## src/rtl/bist_pkg.sv

```systemverilog
// Shared BIST definitions: FSM states, per-width LFSR tap masks and the
// step function used by both the pattern LFSR and the signature MISR.
package bist_pkg;

  typedef enum logic [1:0] {
    ST_IDLE = 2'd0,
    ST_RUN  = 2'd1,
    ST_DONE = 2'd2
  } state_t;

  // Feedback taps per width, bit W-1 always included. A single extra tap is
  // used where a primitive trinomial exists; 8/12/13/14/16 need four taps.
  localparam logic [15:0] TAP_MASK [4:16] = '{
    16'h0009, 16'h0012, 16'h0021, 16'h0041, 16'h008E, 16'h0108, 16'h0204,
    16'h0402, 16'h0CA0, 16'h1B00, 16'h3500, 16'h4001, 16'h8805
  };

  function automatic logic [15:0] tap_mask(input int unsigned w);
    return (w >= 4 && w <= 16) ? TAP_MASK[w] : 16'h0009;
  endfunction

  function automatic logic [15:0] lfsr_step(input logic [15:0] s, input int unsigned w);
    logic fb;
    fb = ^(s & tap_mask(w));
    return {s[14:0], fb} & ~(16'hFFFF << w);
  endfunction

endpackage

```

## src/rtl/buf_array_fi.sv

```systemverilog
// Buffer array under test with single-channel stuck-at injection.
// Latency: purely combinational, zero cycles.
// Backpressure: none; output always reflects the current inputs.
module buf_array_fi #(
  parameter int WIDTH = 4,
  parameter int SELW  = $clog2(WIDTH)
) (
  input  logic [WIDTH-1:0] pattern,
  input  logic             fault_en,
  input  logic [SELW-1:0]  fault_sel,
  input  logic             fault_val,
  output logic [WIDTH-1:0] response
);

  // An out-of-range select matches no channel, so nothing is injected.
  always_comb begin
    response = pattern;
    for (int i = 0; i < WIDTH; i++) begin
      if (fault_en && fault_sel == SELW'(i)) response[i] = fault_val;
    end
  end

endmodule

```

## src/rtl/buf_array_bist.sv

```systemverilog
// LFSR/MISR BIST wrapper around the buffer array: FSM, pattern counter, LFSR, MISR.
// Latency: NPAT RUN cycles after start is sampled, then DONE.
// Backpressure: none; start is honoured only in IDLE or DONE, ignored in RUN.
module buf_array_bist
  import bist_pkg::*;
#(
  parameter int               WIDTH = 4,
  parameter int               NPAT  = 15,
  parameter logic [WIDTH-1:0] SEED  = WIDTH'(1)
) (
  input  logic                       clk,
  input  logic                       rst,
  input  logic                       start,
  input  logic                       fault_en,
  input  logic [$clog2(WIDTH)-1:0]   fault_sel,
  input  logic                       fault_val,
  output logic                       busy,
  output logic                       done,
  output logic [WIDTH-1:0]           pattern,
  output logic [WIDTH-1:0]           response,
  output logic [WIDTH-1:0]           signature
);

  localparam int SELW = $clog2(WIDTH);
  localparam int CNTW = $clog2(NPAT + 1);
  localparam logic [CNTW-1:0] CNT_LAST = CNTW'(NPAT - 1);

  state_t          state;
  logic [WIDTH-1:0] lfsr;
  logic [WIDTH-1:0] misr;
  logic [WIDTH-1:0] lfsr_nxt;
  logic [WIDTH-1:0] misr_nxt;
  logic [CNTW-1:0]  cnt;
  logic             fault_en_q;
  logic [SELW-1:0]  fault_sel_q;
  logic             fault_val_q;
  logic             enter_run;

  buf_array_fi #(
    .WIDTH (WIDTH),
    .SELW  (SELW)
  ) u_array (
    .pattern   (lfsr),
    .fault_en  (fault_en_q),
    .fault_sel (fault_sel_q),
    .fault_val (fault_val_q),
    .response  (response)
  );

  assign lfsr_nxt  = WIDTH'(lfsr_step(16'(lfsr), WIDTH));
  assign misr_nxt  = WIDTH'(lfsr_step(16'(misr), WIDTH)) ^ response;
  assign enter_run = start && (state != ST_RUN);

  assign busy      = (state == ST_RUN);
  assign done      = (state == ST_DONE);
  assign pattern   = lfsr;
  assign signature = misr;

  always_ff @(posedge clk) begin
    if (rst) begin
      state       <= ST_IDLE;
      lfsr        <= SEED;
      misr        <= '0;
      cnt         <= '0;
      fault_en_q  <= 1'b0;
      fault_sel_q <= '0;
      fault_val_q <= 1'b0;
    end else if (enter_run) begin
      // Every run starts from a clean seed so signatures are repeatable.
      state       <= ST_RUN;
      lfsr        <= SEED;
      misr        <= '0;
      cnt         <= '0;
      fault_en_q  <= fault_en;
      fault_sel_q <= fault_sel;
      fault_val_q <= fault_val;
    end else if (state == ST_RUN) begin
      lfsr <= lfsr_nxt;
      misr <= misr_nxt;
      cnt  <= cnt + CNTW'(1);
      if (cnt == CNT_LAST) state <= ST_DONE;
    end
  end

endmodule

```

## config.mk

```make
export PLATFORM = sky130hd
export DESIGN_NAME = buf_array_bist
export DESIGN_NICKNAME = d
export VERILOG_FILES = /design/src/rtl/bist_pkg.sv /design/src/rtl/buf_array_fi.sv /design/src/rtl/buf_array_bist.sv
export SDC_FILE = /design/constraint.sdc
export NUM_CORES = 1
export LEC_CHECK = 0
export BUFFER_PORTS_ARGS = -buffer_cell sky130_fd_sc_hd__buf_2
export CAP_MARGIN = 0
export CORE_MARGIN = 3
export CORE_UTILIZATION = 54
export CTS_CLUSTER_DIAMETER = 60
export CTS_CLUSTER_SIZE = 10
export DETAILED_ROUTE_END_ITERATION = 8
export GPL_TIMING_DRIVEN = 0
export PLACE_DENSITY = 0.89
export SLEW_MARGIN = 20
export SYNTH_ARGS = -nofsm -noshare
export SYNTH_HDL_FRONTEND = slang
export SYNTH_HIERARCHICAL = 1
export SYNTH_SLANG_ARGS = --single-unit
```

## constraint.sdc

```tcl
create_clock -name clk -period 2.9 [get_ports clk]
set_input_delay 0.58 -clock clk [delete_from_list [all_inputs] [get_ports clk]]
set_output_delay 0.58 -clock clk [all_outputs]
set_load 0.01 [all_outputs]
```

Word level (Yosys, flattened, before mapping)
Cells that the tools add are included.
Widths: inputs -> output; s select.
{ "totals": {"reg_bits": 18, "latch_bits": 0, "ramBits": 0, "romBits": 0, "inputBits": 7, "out_inout_bits": 14, "memories": 0} }
{ "classes": {"add_sub_neg": 1, "n_mul": 0, "div": 0, "order_cmp": 0, "eq_ne": 7, "n_shift": 0, "muxes": 7, "bitwise_logic": 1, "reduce_logical": 13} }
{ "ops": {"columns": ["op", "count"], "rows": [
  ["$reduce_xor 16->1", 2],
  ["$mux 1", 7],
  ["$eq 2x2->1 const B", 3],
  ["$logic_and 1x1->1", 5],
  ["$add 4x1->4 const B", 1],
  ["$eq 2x1->1 const B", 2],
  ["$eq 4x4->1 const B", 1],
  ["$reduce_and 2->1", 2],
  ["$reduce_bool 2->1", 2],
  ["$xor 4x4->4", 1],
  ["$logic_not 2->1", 1],
  ["$ne 2x1->1 const B", 1],
  ["$reduce_or 2->1", 1]
]} }

Longest topological paths before layout
{ "logic_depth": {"depth_word": 4, "ltp_mapped": 5} }

By module
The synthesis kept the hierarchy.
{ "modules_own_cells": {"columns": ["module", "n_inst", "cells_per_inst", "area_per_inst_um2", "seq_area_each_um2"], "rows": [
  ["buf_array_bist", 1, 86, 773.2, 360.3],
  ["buf_array_fi", 1, 8, 77.6, 0.0]
]} }

Worst setup path after synthesis
OpenSTA, ideal clock, no wires.
{ "synth_path": {"path_kind": "register -> register", "start": "register fault_en_q", "end": "register misr[0] (netlist: signature[0])", "arrival_ns": 1.448, "t_required_ns": 2.830, "setup_slack_ns": 1.382, "stages_incl_launch_ff": 6, "path_buffers": 0, "period_less_slack_ns": 1.518, "path_cell_list": "dfxtp_1 > nor3b_2 > mux2_2 > xnor2_1 > or3_1 > a21oi_1"} }
{ "synth_via": {"elab_chain_len": 3} }
{ "synth_rtl": {"columns": ["element", "line_no", "rtl"], "rows": [
  ["from (decl)", "buf_array_bist.sv:34", "logic fault_en_q;"],
  ["from (signal assigned)", "buf_array_bist.sv:74", "fault_en_q <= fault_en;"],
  ["$logic_and 1x1->1", "buf_array_fi.sv:19", "if (fault_en && fault_sel == SELW'(i)) response[i] = fault_val;"],
  ["$mux 1", "buf_array_fi.sv:19", null],
  ["net response[0]", "buf_array_bist.sv:20", "output logic [WIDTH-1:0] response,"],
  ["$xor 4x4->4", "buf_array_bist.sv:51", "assign misr_nxt = WIDTH'(lfsr_step(16'(misr), WIDTH)) ^ response;"],
  ["to (signal assigned)", "buf_array_bist.sv:79", "misr <= misr_nxt;"],
  ["to (decl)", "buf_array_bist.sv:30", "logic [WIDTH-1:0] misr;"]
]} }
The timed path passes the listed nets, and every way through them passes these cells.
A chain may end at the register's enable or synchronous reset.

Worst setup path after layout
{ "layout_path": {"start": "register fault_en_q", "end": "output response[0]"} }
{ "layout_via": {"elab_chain_len": 2} }
{ "layout_rtl": {"columns": ["element", "line_no"], "rows": [
  ["$logic_and 1x1->1", "buf_array_fi.sv:19"],
  ["$mux 1", "buf_array_fi.sv:19"],
  ["to (decl)", "buf_array_bist.sv:20"]
]} }
Every way passes these cells.

==> flow_summary_export.csv <==
group,metric,value,unit
logic_synthesis,synth_top_area_cell,"dfxtp_1",
sta,relSlewSlack,87.1,%
sta,fin_setup_tns,0,ns
critical_path,r2r_start,"fault_en_q$_SDFFE_PP0P_",
finish,drive_gt1_share,30.8,%
critical_path,r2r_cells,5,
critical_path,critPathCaptureType,"output port",
clock_network,cts_hold_buf,0,
floorplanning,rows,13,
sta,tightest_slew,0.193,ns
placed_design,pre_cts_slack,1.24,ns
drt,first_iter_violations,19,
power,p_clk_share,26.5,%
floorplanning,die_x,45.7,µm
sta,setup_slack,0.920,ns
clock_network,clk_latency,0.28,ns
floorplanning,die_y,45.7,µm
sta,fmax,505,MHz
critical_path,r2r-end,"signature[0]$_SDFFE_PP0N_",
logic_synthesis,synthTopCellsByArea,"dfxtp_1 42%, a21oi_1 6.5%, nand3_1 4.1%",
placed_design,port_buffers,20,
finish,syn_to_final_growth,16.6,%
drt,vias,789,
sta,period_share,68.3,%
sta,fin_skew,0.00238,ns
placed_design,place_area,970,µm²
power,p_int,0.335,mW
power,power.leakage,0.427,nW
finish,final_area,992,µm²
logic_synthesis,netlist.area_leader.share,42.4,%
status,status,"finished, final reports clean",
logic_synthesis,yosysSeqAreaShare,42.4,%
placed_design,dp.cells,129,
logic_synthesis,yosys_register_bits,18,
finish,seq_area,360,µm²
hold_path,min-delay-start,"cnt[0]$_SDFFE_PP0N_",
placed_design,hpwl,1.44,mm
drt,ant_nets,0,
clock_network,cts.clk_slew.worst_paths,0.10,ns
power,peakVddDrop,345,µV
power,power_density,460,nW/µm²
power,p_seq_share,58.9,%
finish,insertedDiodeCount,0,
hold_path,whs_path_depth,2,
hold_path,hold_end,"cnt[0]$_SDFFE_PP0N_",
drt,first_pass_iters,4,
critical_path,reg2reg_slack,1.29,ns
placed_design,gp_congestion,0.749,
sta,slew_violations,0,
logic_synthesis,syn_nets,103,
drt,avgViaCountPerCell,5.98,
critical_path,cp_max_fo,5,
clock_network,htreeDepth,1,
global_route,grt_max_degree,11,
clock_network,postCtsSetupBuffers,0,
finish,final_nets,128,
hold_path,worstHoldPathType,"flop to flop",
job,drv_cap,0,
power,p_total,0.456,mW
floorplanning,core_area,1380,µm²
clock_network,cts_tree,"built",
finish,final_cells,132,
floorplanning,die-area,2090,µm²
global_route,grt_pass1_vias,727,
sta,hold_viol,0,
floorplanning,initial_core_util,61.5,%
clock_network,cts-resized-gates,0,
clock_network,clockBufferDepth,2,
floorplanning,ioPinCount,21,
critical_path,path_class,"flop to output port",
logic_synthesis,synth_cell_types,28,
logic_synthesis,synth_area_per_cell,9.05,µm²
drt,routed_wl,1.87,mm
critical_path,cp-start-kind,"flop",
clock_network,cts_sinks,18,
global_route,gr-usage-all-layers,20.4,%
power,sw_frac_of_total,26.5,%
sta,period_minus_slack,1.98,ns
sta,rsz0062_at_grt,"no",
sta,whs,0.503,ns
drt,drc,0,
global_route,antenna_found_initial,0,
power,pwr-share-comb,14.6,%
critical_path,critPathRequiredTime,2.32,ns
logic_synthesis,yosysWarnings,6,
power,switching_power,0.121,mW
global_route,grt_overflow_total,0,
finish,multiInputGateArea,429,µm²
clock_network,cts_root_buf,"clkbuf_4",
logic_synthesis,syn_area,851,µm²
drt,routedWlPerCell,14.2,µm
logic_synthesis,synthCells,94,
finish,n_fill_cell,109,
critical_path,cp.arrival,1.40,ns
sta,setup_viol,0,
finish,fin_util,71.8,%
global_route,grt_pass1_wl,3.03,mm
clock_network,cts-buffers-inserted,3,
worst max-delay path by stage:
stage | start | end | slack, ns
6_report | fault_en_q$_SDFFE_PP0P_ | response[0] | 0.92
5_1_grt | fault_en_q$_SDFFE_PP0P_ | response[0] | 0.84
4_1_cts | fault_en_q$_SDFFE_PP0P_ | response[0] | 0.91
3_5_place_dp | fault_en_q$_SDFFE_PP0P_ | response[0] | 1.24
3_3_place_gp | fault_en_q$_SDFFE_PP0P_ | response[0] | 1.26
2_1_floorplan | fault_en_q$_SDFFE_PP0P_ | signature[0]$_SDFFE_PP0N_ | 1.38
power by group through the flow:
stage / registers, mW / logic, mW / clock network, mW
6_report: 0.269 / 0.0665 / 0.121
5_1_grt: 0.270 / 0.0737 / 0.131
4_1_cts: 0.269 / 0.0667 / 0.121
3_5_place_dp: 0.274 / 0.0666 / 0
3_3_place_gp: 0.273 / 0.0638 / 0
2_1_floorplan: 0.273 / 0.0438 / 0
sequential cells by signal (all words and copies together) (netlist names):
name         flops
fault_en_q       1
fault_sel_q      2
fault_val_q      1
cnt              4
state            2
signature        4
pattern          4
per-layer routing:
layer | up-vias | GRT usage (%) | share of wire, %
li1 | 372 | - | -
met1 | 377 | 23.7 | 43
met2 | 32 | 33.4 | 47
met3 | 8 | 5.14 | 6.3
met4 | 0 | 11.9 | 3.2
met5 | - | 0 | 0
area by class of cell:
type | instances | share of cell area [%]
plain buffers | 6 | 5.04
multi-input cells | 67 | 43.3
flip-flops and latches | 18 | 36.3
repair buffers | 20 | 10.1
inverters | 3 | 1.13
well taps | 15 | 1.89
clock buffers | 3 | 2.27
cell usage after synthesis, drive strengths merged:
library cell	instances
a211oi	4
a21o	1
a21oi	11
a41oi	1
and3	1
buf	6
dfxtp	18
ha	2
inv	3
mux2	4
nand2	8
nand2b	1
nand3	7
nand3b	3
nor2	7
nor2b	1
nor3b	1
o21ai	6
o21bai	1
o22ai	1
or3	2
xnor2	4
xor2	1
cells by family (layout without fill, tap and decap cells):
logic type,after synthesis,in the layout,share of synthesized area (%)
AND/OR/NAND/NOR,31,31,18.8
AO/OA/AOI/OAI,25,25,18.2
buffers and inverters,9,32,7.20
flip-flops,18,18,42.4
multiplexers,4,4,5.29
XOR/XNOR,5,5,5.15
adder cells (fa/ha/maj),2,2,2.94
placed cells by master, fill, tap and decap left out, drive strengths merged, types with 2 or more instances in the layout:
cell    synthesis  routed
a211oi          4       4
a21oi          11      11
buf             6      26
clkbuf          0       3
dfxtp          18      18
ha              2       2
inv             3       3
mux2            4       4
nand2           8       8
nand3           7       7
nand3b          3       3
nor2            7       7
o21ai           6       6
or3             2       2
xnor2           4       4
critical path: stages (launching register included):
cell and delay (ns):
dfxtp_1 0.40, nor3b_2 0.19, mux2_2 0.38, buf_2 0.15
(Power assumes the default switching activity.)
